`src/rtl/riscv_pkg.sv`:
```
// Shared RISC-V pipeline definitions.
//   XLEN          : datapath width
//   NOP_INST      : bubble instruction (addi x0,x0,0)
//   fetch_state_t : fetch FSM states BOOT / RUN / HALT
package riscv_pkg;

   localparam int unsigned XLEN = 32;
   localparam logic [XLEN-1:0] NOP_INST = 32'h0000_0013;

   typedef enum logic [1:0] {
      BOOT,
      RUN,
      HALT
   } fetch_state_t;

endpackage

```
`src/rtl/ifid_reg.sv`:
```
// Pipeline register holding an instruction, its byte address and a valid bit.
// Ports:
//   clk, rst_n        : clock, asynchronous active-low reset
//   load              : capture d_inst / d_pc as a valid instruction
//   bubble            : insert BUBBLE_INST with valid=0 (wins over load)
//   d_inst, d_pc      : incoming instruction word and its address
//   q_inst, q_pc      : registered instruction word and address
//   q_valid           : q_inst is a real instruction
// With neither load nor bubble the register holds.
module ifid_reg
   import riscv_pkg::*;
#(
   parameter logic [XLEN-1:0] BUBBLE_INST = NOP_INST
) (
   input  logic            clk,
   input  logic            rst_n,
   input  logic            load,
   input  logic            bubble,
   input  logic [XLEN-1:0] d_inst,
   input  logic [XLEN-1:0] d_pc,
   output logic [XLEN-1:0] q_inst,
   output logic [XLEN-1:0] q_pc,
   output logic            q_valid
);

   logic [XLEN-1:0] inst_q, inst_d;
   logic [XLEN-1:0] pc_q, pc_d;
   logic            valid_q, valid_d;

   always_comb begin
      inst_d  = inst_q;
      pc_d    = pc_q;
      valid_d = valid_q;
      if (bubble) begin
         inst_d  = BUBBLE_INST;
         pc_d    = d_pc;
         valid_d = 1'b0;
      end else if (load) begin
         inst_d  = d_inst;
         pc_d    = d_pc;
         valid_d = 1'b1;
      end
   end

   always_ff @(posedge clk or negedge rst_n) begin
      if (!rst_n) begin
         inst_q  <= BUBBLE_INST;
         pc_q    <= '0;
         valid_q <= 1'b0;
      end else begin
         inst_q  <= inst_d;
         pc_q    <= pc_d;
         valid_q <= valid_d;
      end
   end

   assign q_inst  = inst_q;
   assign q_pc    = pc_q;
   assign q_valid = valid_q;

endmodule

```
`src/rtl/fetch_unit.sv`:
```
// Instruction-fetch stage: program counter, IF/ID register, BOOT/RUN/HALT FSM.
// Ports:
//   clk, rst_n        : clock, asynchronous active-low reset
//   stall             : hold pc and IF/ID
//   redirect          : taken branch/jump; next fetch from redirect_target
//   halt_req          : stop fetching (sticky until reset)
//   imem_rdata        : combinational instruction word for imem_addr
//   imem_addr         : word index {2'b00, pc[31:2]}
//   pc                : current fetch byte address
//   ifid_inst/_pc/_valid : IF/ID register contents
//   halted            : FSM is in HALT
//   oob_fetch         : pc word index beyond IMEM_DEPTH while in RUN
//   fetch_count       : instructions delivered with ifid_valid=1
//   misalign_err      : only with FETCH_ALIGN_CHECK_EN; one-cycle pulse on a
//                       misaligned redirect, which also halts fetch
// Macro FETCH_ALIGN_CHECK_EN enables the misaligned-redirect check; otherwise
// redirect_target[1:0] are dropped.
module fetch_unit #(
   parameter logic [31:0] RESET_PC   = 32'h0000_0000,
   parameter int unsigned IMEM_DEPTH = 256,
   parameter logic [31:0] NOP_INST   = riscv_pkg::NOP_INST
) (
   input  logic                       clk,
   input  logic                       rst_n,
   input  logic                       stall,
   input  logic                       redirect,
   input  logic [riscv_pkg::XLEN-1:0] redirect_target,
   input  logic                       halt_req,
   input  logic [riscv_pkg::XLEN-1:0] imem_rdata,
   output logic [riscv_pkg::XLEN-1:0] imem_addr,
   output logic [riscv_pkg::XLEN-1:0] pc,
   output logic [riscv_pkg::XLEN-1:0] ifid_inst,
   output logic [riscv_pkg::XLEN-1:0] ifid_pc,
   output logic                       ifid_valid,
   output logic                       halted,
   output logic                       oob_fetch,
   output logic [riscv_pkg::XLEN-1:0] fetch_count
`ifdef FETCH_ALIGN_CHECK_EN
   ,
   output logic                       misalign_err
`endif
);

   import riscv_pkg::*;

   fetch_state_t    state_q, state_d;
   logic [XLEN-1:0] pc_q, pc_d;
   logic [XLEN-1:0] count_q, count_d;
   logic            halted_q, halted_d;
   logic            ifid_load;
   logic            ifid_bubble;
`ifdef FETCH_ALIGN_CHECK_EN
   logic            misalign_q, misalign_d;
`endif

   always_comb begin
      state_d     = state_q;
      pc_d        = pc_q;
      count_d     = count_q;
      halted_d    = halted_q;
      ifid_load   = 1'b0;
      ifid_bubble = 1'b0;
`ifdef FETCH_ALIGN_CHECK_EN
      misalign_d  = 1'b0;
`endif
      unique case (state_q)
         BOOT: state_d = RUN;
         RUN: begin
            if (halt_req) begin
               state_d     = HALT;
               halted_d    = 1'b1;
               ifid_bubble = 1'b1;
            end else if (redirect) begin
               // Squash the wrong-path word currently on imem_rdata.
               ifid_bubble = 1'b1;
`ifdef FETCH_ALIGN_CHECK_EN
               if (redirect_target[1:0] != 2'b00) begin
                  misalign_d = 1'b1;
                  state_d    = HALT;
                  halted_d   = 1'b1;
               end else begin
                  pc_d = redirect_target;
               end
`else
               pc_d = redirect_target & ~32'h3;
`endif
            end else if (!stall) begin
               ifid_load = 1'b1;
               pc_d      = pc_q + 32'd4;
               count_d   = count_q + 32'd1;
            end
         end
         HALT: state_d = HALT;
         default: state_d = BOOT;
      endcase
   end

   always_ff @(posedge clk or negedge rst_n) begin
      if (!rst_n) begin
         state_q  <= BOOT;
         pc_q     <= RESET_PC;
         count_q  <= '0;
         halted_q <= 1'b0;
`ifdef FETCH_ALIGN_CHECK_EN
         misalign_q <= 1'b0;
`endif
      end else begin
         state_q  <= state_d;
         pc_q     <= pc_d;
         count_q  <= count_d;
         halted_q <= halted_d;
`ifdef FETCH_ALIGN_CHECK_EN
         misalign_q <= misalign_d;
`endif
      end
   end

   ifid_reg #(
      .BUBBLE_INST (NOP_INST)
   ) u_ifid_reg (
      .clk     (clk),
      .rst_n   (rst_n),
      .load    (ifid_load),
      .bubble  (ifid_bubble),
      .d_inst  (imem_rdata),
      .d_pc    (pc_q),
      .q_inst  (ifid_inst),
      .q_pc    (ifid_pc),
      .q_valid (ifid_valid)
   );

   assign pc          = pc_q;
   assign imem_addr   = {2'b00, pc_q[31:2]};
   assign halted      = halted_q;
   assign fetch_count = count_q;
   assign oob_fetch   = (state_q == RUN) && ({2'b00, pc_q[31:2]} >= IMEM_DEPTH);
`ifdef FETCH_ALIGN_CHECK_EN
   assign misalign_err = misalign_q;
`endif

endmodule

```
`config.mk`:
```
export PLATFORM = sky130hd
export DESIGN_NAME = fetch_unit
export DESIGN_NICKNAME = d
export VERILOG_FILES = /design/src/rtl/riscv_pkg.sv /design/src/rtl/ifid_reg.sv /design/src/rtl/fetch_unit.sv
export SDC_FILE = /design/constraint.sdc
export NUM_CORES = 1
export LEC_CHECK = 0
export ABC_AREA = 1
export CAP_MARGIN = 0
export CORE_ASPECT_RATIO = 0.75
export CORE_UTILIZATION = 50
export CTS_CLUSTER_DIAMETER = 200
export DETAILED_ROUTE_END_ITERATION = 10
export PLACE_DENSITY_LB_ADDON = 0.25
export SETUP_SLACK_MARGIN = 0.5
export SYNTH_ARGS = -nofsm -noshare
export SYNTH_HDL_FRONTEND = slang
export SYNTH_SLANG_ARGS = --single-unit
```
`constraint.sdc`:
```
create_clock -name clk -period 4.3 [get_ports clk]
set_input_delay 0.86 -clock clk [delete_from_list [all_inputs] [get_ports clk]]
set_output_delay 0.86 -clock clk [all_outputs]
set_load 0.005 [all_outputs]
```
==> results by group, run 1 <==
Status
  – Status: finished with violations
  – Failing checks: design-rule violations

Layout
  – Finished Core Util: 0.7075
  – Layout cells sized above 1: 0.06607
  – Final Net Count: 1181
  – Layout Cells excl Fill: 1295
  – Area growth syn-to-layout: 37.96%
  – Ant. Diodes: 0

GRT
  – Largest net degree at the start of global routing: 50
  – Grt total ovfl: 0
  – Total GRT Usage: 0.2861
  – Number of global-route vias before repair: 6429
  – First-pass GRT wire length: 32860 microns
  – M3 GR Usage: 0.08295
  – Initial antenna violation count: 0
  – Grt met1 use: 0.3974
  – GRT busiest layer: met2
  – Grt met2 use: 0.4336

Setup path
  – Worst Path Required: 3440 ps
  – CP endpoint kind: output pin
  – FF-to-FF Start: state_q[1]
  – Setup CP Type: reg2out
  – CP startpoint: pc[25]
  – Worst-path fanout max: 7
  – Startpoint types: flop
  – WP data arrival: 2300 ps

Clocking
  – Clk slew on worst S/H paths: 60 ps
  – Clock sinks: 128
  – CTS buffer count: 17
  – Clk Tree Root Cell: clkbuf_16
  – Cts hold-fix bufs: 0
  – Post-CTS Repair Setup Buffers: 0
  – Max clock buf depth: 2
  – Worst skew pair latency: 410 ps
  – H-tree lvl count: 4
  – CTS tree: done
  – Post-CTS sizing: 0

Synth
  – Number of flops mapped to enable cells by yosys: 0
  – Ys async rst share: 1.000
  – Yosys Warn Count: 0
  – Synth Instances: 917
  – Synth area leaders: dfrtp_1 (45%), nand2_1 (16%), nor2_1 (6.2%)
  – Post-synthesis sequential area ratio: 0.4563
  – Yosys top cell by area: dfrtp_1
  – Share of the synthesized area in the top cell type: 0.4451
  – Mapped Area: 0.007028 sq mm
  – Post-synth top flop: dfrtp_1
  – Number of synthesized register bits: 128
  – Post-synthesis cell type count: 38
  – Synth Area per Inst: 7.664 sq um

Placed design
  – IO Port Bufs: 223
  – Hpwl dp: 14420 microns
  – Placed Cells: 1263
  – Setup WS pre-CTS: 1102 ps
  – Placer Congestion: 0.9001

Timing
  – Worst Clk Skew: 10.76 ps
  – Unrepaired setup endpoints after global routing: no
  – Final Hold Viols: 0
  – Setup-failing EPs final: 0
  – Minimum clock period: 3162 ps
  – Slew HR: 0.5668
  – Worst setup margin: 1138 ps
  – Slew @ Worst Pin: 647.5 ps
  – Slew Limit Fails: 0
  – Final period utilization: 0.7353
  – Setup TNS: 0 ps
  – Max Clk Rate: 316.3 MHz

Power
  – Power Dens Cells: 602.0 mW/mm^2
  – LEAKAGE: 0.004423 uW
  – Worst vdd ir: 0.3392 mV
  – Final Power: 5836 uW

Routing
  – Vias per Instance: 5.279
  – Final ANT Viol Nets: 0
  – TritonRoute pass-1 iters: 9
  – Routed Wire Length: 20170 microns
  – DR DRC count: 12
  – Initial drt markers: 633
  – Drt wl/cell: 15.58 microns
  – Via count: 6836

Floorplan
  – Die area: 0.01454 sq mm
  – Initial Utilization: 0.5129
  – Die Width: 138.9 microns
  – Row cnt: 37
  – # IOs: 232
  – Die height: 104.7 microns
  – Core area: 0.01370 sq mm

Flow run
  – Maxcap violations: 0

Hold path
  – Min-delay worst type: in2async
state kept, by name (all words and copies together) (netlist names):
name                flops
u_ifid_reg.q_inst      32
halted                  1
state_q                 2
fetch_count            32
u_ifid_reg.q_pc        30
u_ifid_reg.q_valid      1
pc                     30
worst max-delay path: stages, from the launching register on:
cell	delay, ps
dfrtp_1	480
inv_1	160
nand4_1	100
nor3_1	260
nand4_1	270
nand2_1	130
inv_1	50
clkdlybuf4s50_1	450
synthesized netlist by cell type, types with 3 or more instances:
cell type and count:
nand4_1 7, nor2_8 3, nor2_4 4, buf_2 9, nand2_1 307, nand3_1 40, xnor2_1 9, clkbuf_1 12
buf_1 3, o22ai_1 5, o21ai_1 8, inv_1 66, nor2_1 117, o22a_1 3, buf_4 38, nand2_2 6
dfrtp_1 125, nor3_1 8, inv_2 6, a21oi_1 10, a22o_1 29, dfstp_2 3, ha_1 5, nand3b_1 9
nor2_2 7, xor2_1 8, o21ai_0 55
layer usage:
layer / wire length (microns) / up-vias
li1: - / 3270
met1: 8963 / 3200
met2: 8852 / 344
met3: 2138 / 22
met4: 219 / 0
met5: 0 / -
report_power, final:
group / total (uW) / internal, uW / switching (uW) / leakage (uW)
combinational: 2370 / 1310 / 1060 / 0.00252
sequential: 2110 / 1630 / 481 / 0.00164
clock: 1350 / 778 / 576 / 0.000265
total: 5840 / 3720 / 2110 / 0.00442
stage by stage:
stage / cell area, sq um / hold slack [ps]
after floorplan: 7047 / 465.4
after global placement: 9139 / 454.9
after detailed placement: 9139 / 458.3
after CTS: 9696 / 464.2
after global routing: 9696 / 493.8
final: 9696 / 453.2
cells by family after synthesis:
group,Yosys count,synth area share
xor+xnor,17,0.02119
buf+inv,136,0.09667
simple gates,515,0.3130
other cells,1,0.0005336
fa+ha+maj,5,0.008902
flops,128,0.4563
compound gates,115,0.1034
final timing paths:
check / end / slack (ps) / cells after the start
worst min register to register: u_ifid_reg.q_pc[6] / 470 / 2
min in group clk: u_ifid_reg.q_pc[6] / 470 / 2
max in group asynchronous: u_ifid_reg.q_inst[11] / 2970 / 2
worst max-delay path: oob_fetch / 1140 / 7
worst min-delay path: fetch_count[31] / 450 / 1
worst max register to register: fetch_count[6] / 2060 / 9
final cells by class:
cell class                 instances  area, sq um
inverter                          72        270.3
multi-input combinational        658         3161
tap                              175        219.0
timing repair buffer             230         2282
clock inverter                    13        103.9
fill                            1121         4008
clock buffer                      19        452.9
sequential                       128         3207
cells in the final DEF (no fill, tap or decap), drive strengths merged:
| master | instances |
|---|---|
| nand2 | 314 |
| clkdlybuf4s50 | 222 |
| nor2 | 131 |
| dfrtp | 125 |
| inv | 77 |
| o21ai | 63 |
| nand3 | 42 |
| a22o | 29 |
| clkbuf | 19 |
| a21oi | 10 |
| nand3b | 10 |
| xnor2 | 9 |
| nor3 | 8 |
| xor2 | 8 |
| buf | 8 |
| nand4 | 7 |
| conb | 6 |
| o22ai | 5 |
| ha | 5 |
| clkinvlp | 4 |
| clkinv | 4 |
| o22a | 3 |
| dfstp | 3 |
| a22oi | 2 |
| nor4 | 2 |
| a31oi | 2 |
| and2 | 1 |
| o21bai | 1 |
Note: power is estimated with default switching activity, not from simulation.
==> inputs of run 2 (changes only) <==
--- a/config.mk
+++ b/config.mk
@@ -8,7 +8,7 @@
 export ABC_AREA = 1
 export CAP_MARGIN = 0
 export CORE_ASPECT_RATIO = 0.75
-export CORE_UTILIZATION = 50
+export CORE_UTILIZATION = 47
 export CTS_CLUSTER_DIAMETER = 200
 export DETAILED_ROUTE_END_ITERATION = 10
 export PLACE_DENSITY_LB_ADDON = 0.25
==> constraint.sdc (replaced) <==
create_clock -name clk -period 3.3 [get_ports clk]
set_input_delay 0.66 -clock clk [delete_from_list [all_inputs] [get_ports clk]]
set_output_delay 0.66 -clock clk [all_outputs]
set_load 0.005 [all_outputs]
==> run 2 against run 1 <==
Effect of this change: the flow now finishes without violations; count of clock-buffer cells in the layout is 2 lower; non-clock buffer count up 15; clock power is 33% higher; critical path depth decreased by 2; design area increased by 2.0%; die area increased by 6.3%; combinational power up 39%; clock skew is 3.5 ps higher; largest cell class unchanged; largest power group unchanged.
==> results by group, run 2 (synthesis gave the netlist of run 1 again) <==
Routing
  – Routed Wire Length: 20330 microns (was 20170 microns)
  – Met3 routed WL: 1828 microns (was 2138 microns)
  – Final ANT Viol Nets: 0 (unchanged)
  – Drt wl/cell: 15.23 microns (was 15.58 microns)
  – Vias per Instance: 5.077 (was 5.279)
  – Metal1 wirelength: 9508 microns (was 8963 microns)
  – Initial drt markers: 631 (was 633)
  – DR DRC count: 0 (was 12)
  – Top sig layer: met4 (unchanged)
  – TritonRoute pass-1 iters: 6 (was 9)
  – DR WL met2: 8815 microns (was 8852 microns)
  – Via count: 6778 (was 6836)

Timing
  – Minimum clock period: 2525 ps
  – Max Clk Rate: 396.1 MHz
  – Setup-failing EPs final: 0 (unchanged)
  – Slew @ Worst Pin: 741.1 ps (was 647.5 ps)
  – Worst Clk Skew: 14.23 ps (was 10.76 ps)
  – Slew Limit Fails: 0 (unchanged)
  – Setup TNS: 0 ps (unchanged)
  – Final period utilization: 0.7651
  – Unrepaired setup endpoints after global routing: no (unchanged)
  – Final Hold Viols: 0 (unchanged)
  – Slew HR: 0.5059 (was 0.5668)
  – Worst setup margin: 775.1 ps (was 1138 ps)

Power
  – Worst vdd ir: 0.3922 mV (was 0.3392 mV)
  – LEAKAGE: 0.004519 uW (was 0.004423 uW)
  – Final Power: 7815 uW (was 5836 uW)
  – Power Dens Cells: 790.1 mW/mm^2 (was 602.0 mW/mm^2)

Layout
  – Finished Core Util: 0.6799 (was 0.7075)
  – Most frequent cells in the layout: nand2_1 (307), clkdlybuf4s50_1 (221), dfrtp_1 (119) (was nand2_1 (307), clkdlybuf4s50_1 (222), dfrtp_1 (125))
  – Ant. Diodes: 0 (unchanged)
  – Final Net Count: 1196 (was 1181)
  – Area growth syn-to-layout: 40.75% (was 37.96%)
  – Layout cells sized above 1: 0.09251 (was 0.06607)
  – Commonest non-fill, non-tap cell in the layout: nand2_1 (unchanged)

Clocking
  – Clk Tree Root Cell: clkbuf_16 (unchanged)
  – Clock sinks: 128 (unchanged)
  – Worst skew pair latency: 410 ps (about the same)
  – CTS buffer count: 17 (unchanged)
  – Clk slew on worst S/H paths: 70 ps (was 60 ps)
  – H-tree lvl count: 4 (unchanged)
  – Max clock buf depth: 2 (unchanged)
  – CTS tree: done (unchanged)

Placed design
  – Hpwl dp: 14320 microns (was 14420 microns)
  – Placer Congestion: 0.9128 (was 0.9001)
  – IO Port Bufs: 223 (unchanged)
  – Setup WS pre-CTS: 698.3 ps (was 1102 ps)

Setup path
  – CP cell instances: nor4_1, nand4_1, nand2_1, inv_1, dlymetal6s2s_1 (was inv_1, nand4_1, nor3_1, nand4_1, nand2_1, inv_1, clkdlybuf4s50_1)
  – Worst path slowest cell: dfrtp_1 (unchanged)
  – Setup CP Type: reg2out (unchanged)
  – WP data arrival: 1860 ps (was 2300 ps)
  – CP endpoint kind: output pin (unchanged)
  – Max incr delay on CP: 490 ps (was 480 ps)
  – Worst Path Required: 2640 ps (was 3440 ps)
  – Startpoint types: flop (unchanged)
  – Worst-path fanout max: 7 (unchanged)
  – Reg2reg path depth: 9 (unchanged)

Status
  – Status: complete, no violations (was finished with violations)

GRT
  – Number of global-route vias before repair: 5991 (was 6429)
  – First-pass GRT wire length: 31510 microns (was 32860 microns)
  – Total GRT Usage: 0.2692 (was 0.2861)
  – Grt total ovfl: 0 (unchanged)
  – Initial antenna violation count: 0 (unchanged)
  – Largest net degree at the start of global routing: 54 (was 50)

Floorplan
  – Initial Utilization: 0.4831 (was 0.5129)
  – Die Width: 143.2 microns (was 138.9 microns)
  – Die area: 0.01545 sq mm (was 0.01454 sq mm)
  – Die height: 107.9 microns (was 104.7 microns)
  – Core area: 0.01455 sq mm (was 0.01370 sq mm)
  – # IOs: 232 (unchanged)
  – Row cnt: 38 (was 37)

Flow run
  – Maxcap violations: 0 (unchanged)

Hold path
  – Min-delay worst type: in2async (unchanged)
## run 2: where the power goes
| group | internal (uW) | switching, uW | leakage [uW] |
|---|---|---|---|
| clock | 1050 | 757 | 0.000275 |
| combinational | 1830 | 1460 | 0.00262 |
| sequential | 2130 | 594 | 0.00163 |
| total | 5010 | 2810 | 0.00452 |
## run 2: timing repair
item	4_1_cts	5_1_grt
setup endpoints to repair	1	1
hold buffers	0	0
gates resized for setup	1	16
buffers inserted	0	14
pin swaps	1	3
## run 2: cell type report
type / count / area (sq um)
repair buffers: 245 / 2426
flip-flops and latches: 128 / 3214
inverters: 72 / 270.3
clock buffers: 17 / 425.4
fillers: 1230 / 4657
clock inverters: 15 / 135.1
multi-input cells: 658 / 3171
well taps: 200 / 250.2
## run 2: critical path: cells and delay by family, from the launching register on
family | cells | cell delay (ps)
DFF | 1 | 490
buffers and inverters | 2 | 180
and+or+nand+nor | 3 | 780
## run 2: path summary, 6_finish.rpt
kind	startpoint	to	slack, ps
setup / recovery	pc[22]	oob_fetch	780
hold / removal	rst_n	u_ifid_reg.q_pc[3]	180
setup reg to reg	state_q[1]	fetch_count[6]	1160
hold reg to reg	u_ifid_reg.q_pc[5]	u_ifid_reg.q_pc[5]	480
max in group asynchronous	rst_n	u_ifid_reg.q_inst[4]	2340
min in group clk	u_ifid_reg.q_pc[5]	u_ifid_reg.q_pc[5]	480
## run 2: routing by layer
metal  global-route usage  vias up
met4              0.06682        0
li1                     -     3317
met2               0.3899      316
met3              0.06673       15
met5                    0        -
met1               0.4000     3130
## run 2: per-stage QoR
step | hold slack [ps] | instance area, sq um | cells
final | 179.8 | 9892 | 1335
after CTS | 199.0 | 9772 | 1321
after floorplan | 364.4 | 7047 | 922
after detailed placement | 466.4 | 9206 | 1289
after global placement | 454.9 | 9206 | 1289
after global routing | 211.9 | 9892 | 1335
==> inputs of run 3 (changes only) <==
--- a/config.mk
+++ b/config.mk
@@ -8,7 +8,7 @@
 export ABC_AREA = 1
 export CAP_MARGIN = 0
 export CORE_ASPECT_RATIO = 0.75
-export CORE_UTILIZATION = 47
+export CORE_UTILIZATION = 42
 export CTS_CLUSTER_DIAMETER = 200
 export DETAILED_ROUTE_END_ITERATION = 10
 export PLACE_DENSITY_LB_ADDON = 0.25
==> constraint.sdc (replaced) <==
create_clock -name clk -period 2.2 [get_ports clk]
set_input_delay 0.44 -clock clk [delete_from_list [all_inputs] [get_ports clk]]
set_output_delay 0.44 -clock clk [all_outputs]
set_load 0.005 [all_outputs]
==> run 3 against run 2 <==
Effect of this change: routed wire length up 17%; critical path type unchanged; critical endpoint unchanged; highest routed layer unchanged; count of clock-buffer cells in the layout up 4; largest power group unchanged; sequential share of layout area down 3.5 points.
==> results by group, run 3 (synthesis gave the netlist of run 1 again) <==
Routing
  – Final ANT Viol Nets: 0 (unchanged)
  – Via count: 7414 (was 6778)
  – Initial drt markers: 575 (was 631)
  – Drt wl/cell: 16.33 microns (was 15.23 microns)
  – Routed Wire Length: 23870 microns (was 20330 microns)
  – TritonRoute pass-1 iters: 7 (was 6)
  – DR DRC count: 0 (unchanged)
  – Vias per Instance: 5.071 (was 5.077)

Clocking
  – CTS buffer count: 17 (unchanged)
  – Max clock buf depth: 2 (unchanged)
  – Clock sinks: 128 (unchanged)
  – H-tree lvl count: 4 (unchanged)
  – CTS tree: done (unchanged)
  – Worst skew pair latency: 420 ps (was 410 ps)
  – Clk Tree Root Cell: clkbuf_16 (unchanged)
  – Clk slew on worst S/H paths: 60 ps (was 70 ps)

Floorplan
  – Die height: 114.0 microns (was 107.9 microns)
  – Die area: 0.01726 sq mm (was 0.01545 sq mm)
  – Core area: 0.01617 sq mm (was 0.01455 sq mm)
  – Initial Utilization: 0.4348 (was 0.4831)
  – # IOs: 232 (unchanged)
  – Die Width: 151.4 microns (was 143.2 microns)
  – Row cnt: 40 (was 38)

Setup path
  – Worst path slowest cell: dfrtp_1 (unchanged)
  – R2r setup slk: 390 ps (was 1160 ps)
  – Reg-to-reg endpoint: pc[22] (was fetch_count[6])
  – CP most frequent cell: inv_2
  – CP cell instances: inv_2, nand3_1, nor3_2, nand4_1, nand2_2, inv_2, buf_6 (was nor4_1, nand4_1, nand2_1, inv_1, dlymetal6s2s_1)
  – CP startpoint: pc[14] (was pc[22])
  – Worst Path Required: 1760 ps (was 2640 ps)
  – Startpoint types: flop (unchanged)
  – Worst-path fanout max: 4 (was 7)
  – Max incr delay on CP: 410 ps (was 490 ps)
  – WP data arrival: 1700 ps (was 1860 ps)
  – CP endpoint kind: output pin (unchanged)
  – Reg2reg path depth: 13 (was 9)
  – Setup CP Type: reg2out (unchanged)
  – FF-to-FF Start: pc[12] (was state_q[1])

Placed design
  – IO Port Bufs: 223 (unchanged)
  – DP Area: 0.009513 sq mm (was 0.009206 sq mm)
  – Hpwl dp: 15470 microns (was 14320 microns)
  – Placer Congestion: 0.8982 (was 0.9128)

Power
  – Worst vdd ir: 0.5715 mV (was 0.3922 mV)
  – Power Dens Cells: 1189 mW/mm^2 (was 790.1 mW/mm^2)
  – LEAKAGE: 0.005682 uW (was 0.004519 uW)
  – Final Power: 13210 uW (was 7815 uW)

Layout
  – Layout cells sized above 1: 0.2508 (was 0.09251)
  – Finished Cell Area: 0.01111 sq mm (was 0.009892 sq mm)
  – Most frequent cells in the layout: nand2_1 (292), dlygate4sd2_1 (121), dfrtp_1 (110) (was nand2_1 (307), clkdlybuf4s50_1 (221), dfrtp_1 (119))
  – Final Net Count: 1314 (was 1196)
  – Commonest non-fill, non-tap cell in the layout: nand2_1 (unchanged)
  – Register area: 0.003226 sq mm (was 0.003214 sq mm)
  – Fillers: 1345 (was 1230)
  – Multi-input logic area: 0.003472 sq mm (was 0.003171 sq mm)
  – Ant. Diodes: 0 (unchanged)
  – Area growth syn-to-layout: 58.09% (was 40.75%)

Timing
  – Unrepaired setup endpoints after global routing: yes (was no)
  – Final Hold Viols: 0 (unchanged)
  – Minimum clock period: 2137 ps
  – Slew Limit Fails: 0 (unchanged)
  – Max Clk Rate: 467.9 MHz
  – Setup-failing EPs final: 0 (unchanged)
  – Final period utilization: 0.9716
  – Worst Clk Skew: 6.874 ps (was 14.23 ps)

GRT
  – Initial antenna violation count: 0 (unchanged)
  – Grt total ovfl: 0 (unchanged)
  – First-pass GRT wire length: 35620 microns (was 31510 microns)
  – Number of global-route vias before repair: 6784 (was 5991)
  – Largest net degree at the start of global routing: 52 (was 54)
  – Total GRT Usage: 0.2717 (was 0.2692)

Hold path
  – Worst Hold Depth: 2
  – Min-delay worst type: reg2reg (was in2async)
  – Hold Path Sink: u_ifid_reg.q_pc[2]
  – Hold_sp: u_ifid_reg.q_pc[2]

Flow run
  – Maxcap violations: 0 (unchanged)

Status
  – Status: complete, no violations (unchanged)
run 3: changes by cell type in the layout (fill, tap and decap cells not counted), moves of 16 or more:
| cell | before | now |
|---|---|---|
| nor2_4 | 4 | 20 |
| buf_2 | 0 | 17 |
| nor2_1 | 117 | 91 |
| dlygate4sd2_1 | 0 | 121 |
| buf_6 | 1 | 35 |
| buf_4 | 20 | 100 |
| clkdlybuf4s50_1 | 221 | 65 |
run 3: cell type report:
cell class              instances  area share
clock inverters                10     0.01667
clock buffers                  21     0.04054
multi-input cells             658      0.3125
inverters                      72     0.02500
flip-flops and latches        128      0.2903
well taps                     210     0.02365
repair buffers                363      0.2913
run 3: metrics by stage:
stage / hold WS, ps / setup slack (ps) / instances / util / setup TNS (ps)
after floorplan: 144.4 / 603.4 / 922 / - / 0
after global placement: 408.3 / 132.9 / 1332 / 0.5885 / 0
after detailed placement: 412.7 / 113.9 / 1332 / 0.5885 / 0
after CTS: 484.5 / 41.72 / 1443 / 0.6601 / 0
after global routing: 498.8 / -28.49 / 1462 / 0.6873 / -28.49
final: 479.4 / 62.57 / 1462 / 0.6873 / 0
run 3: worst max-delay path by stage:
stage,endpoint
floorplan,fetch_count[17]
global placement,fetch_count[6]
detailed placement,fetch_count[6]
CTS,oob_fetch
global route,oob_fetch
finish,oob_fetch
run 3: worst max-delay path, delay by kind of cell, from the launching register on:
kind / cells / cell delay [ps]
DFF: 1 / 410
buffers and inverters: 3 / 240
and+or+nand+nor: 4 / 630
run 3: where the power goes:
| group | leakage (uW) | internal (uW) | switching, uW |
|---|---|---|---|
| clock network | 0.000307 | 2030 | 1060 |
| logic | 0.00376 | 3210 | 3140 |
| registers | 0.00162 | 3210 | 557 |
run 3: per-layer routing:
metal  track usage  vias to the layer above  wire length [microns]
met5             0                        -                      0
met4       0.07400                        0                    561
met3       0.07480                       53                   2267
met2        0.4061                      352                  10770
met1        0.3844                     3469                  10270
li1              -                     3540                      -
run 3: what timing repair did:
action,CTS,global route
setup buffers,78,19
pin swaps,9,38
endpoints found under the hold margin,30,0
hold buffers,1,0
gates resized for setup,277,120
endpoints found under the setup margin,207,80
cloned,1,0
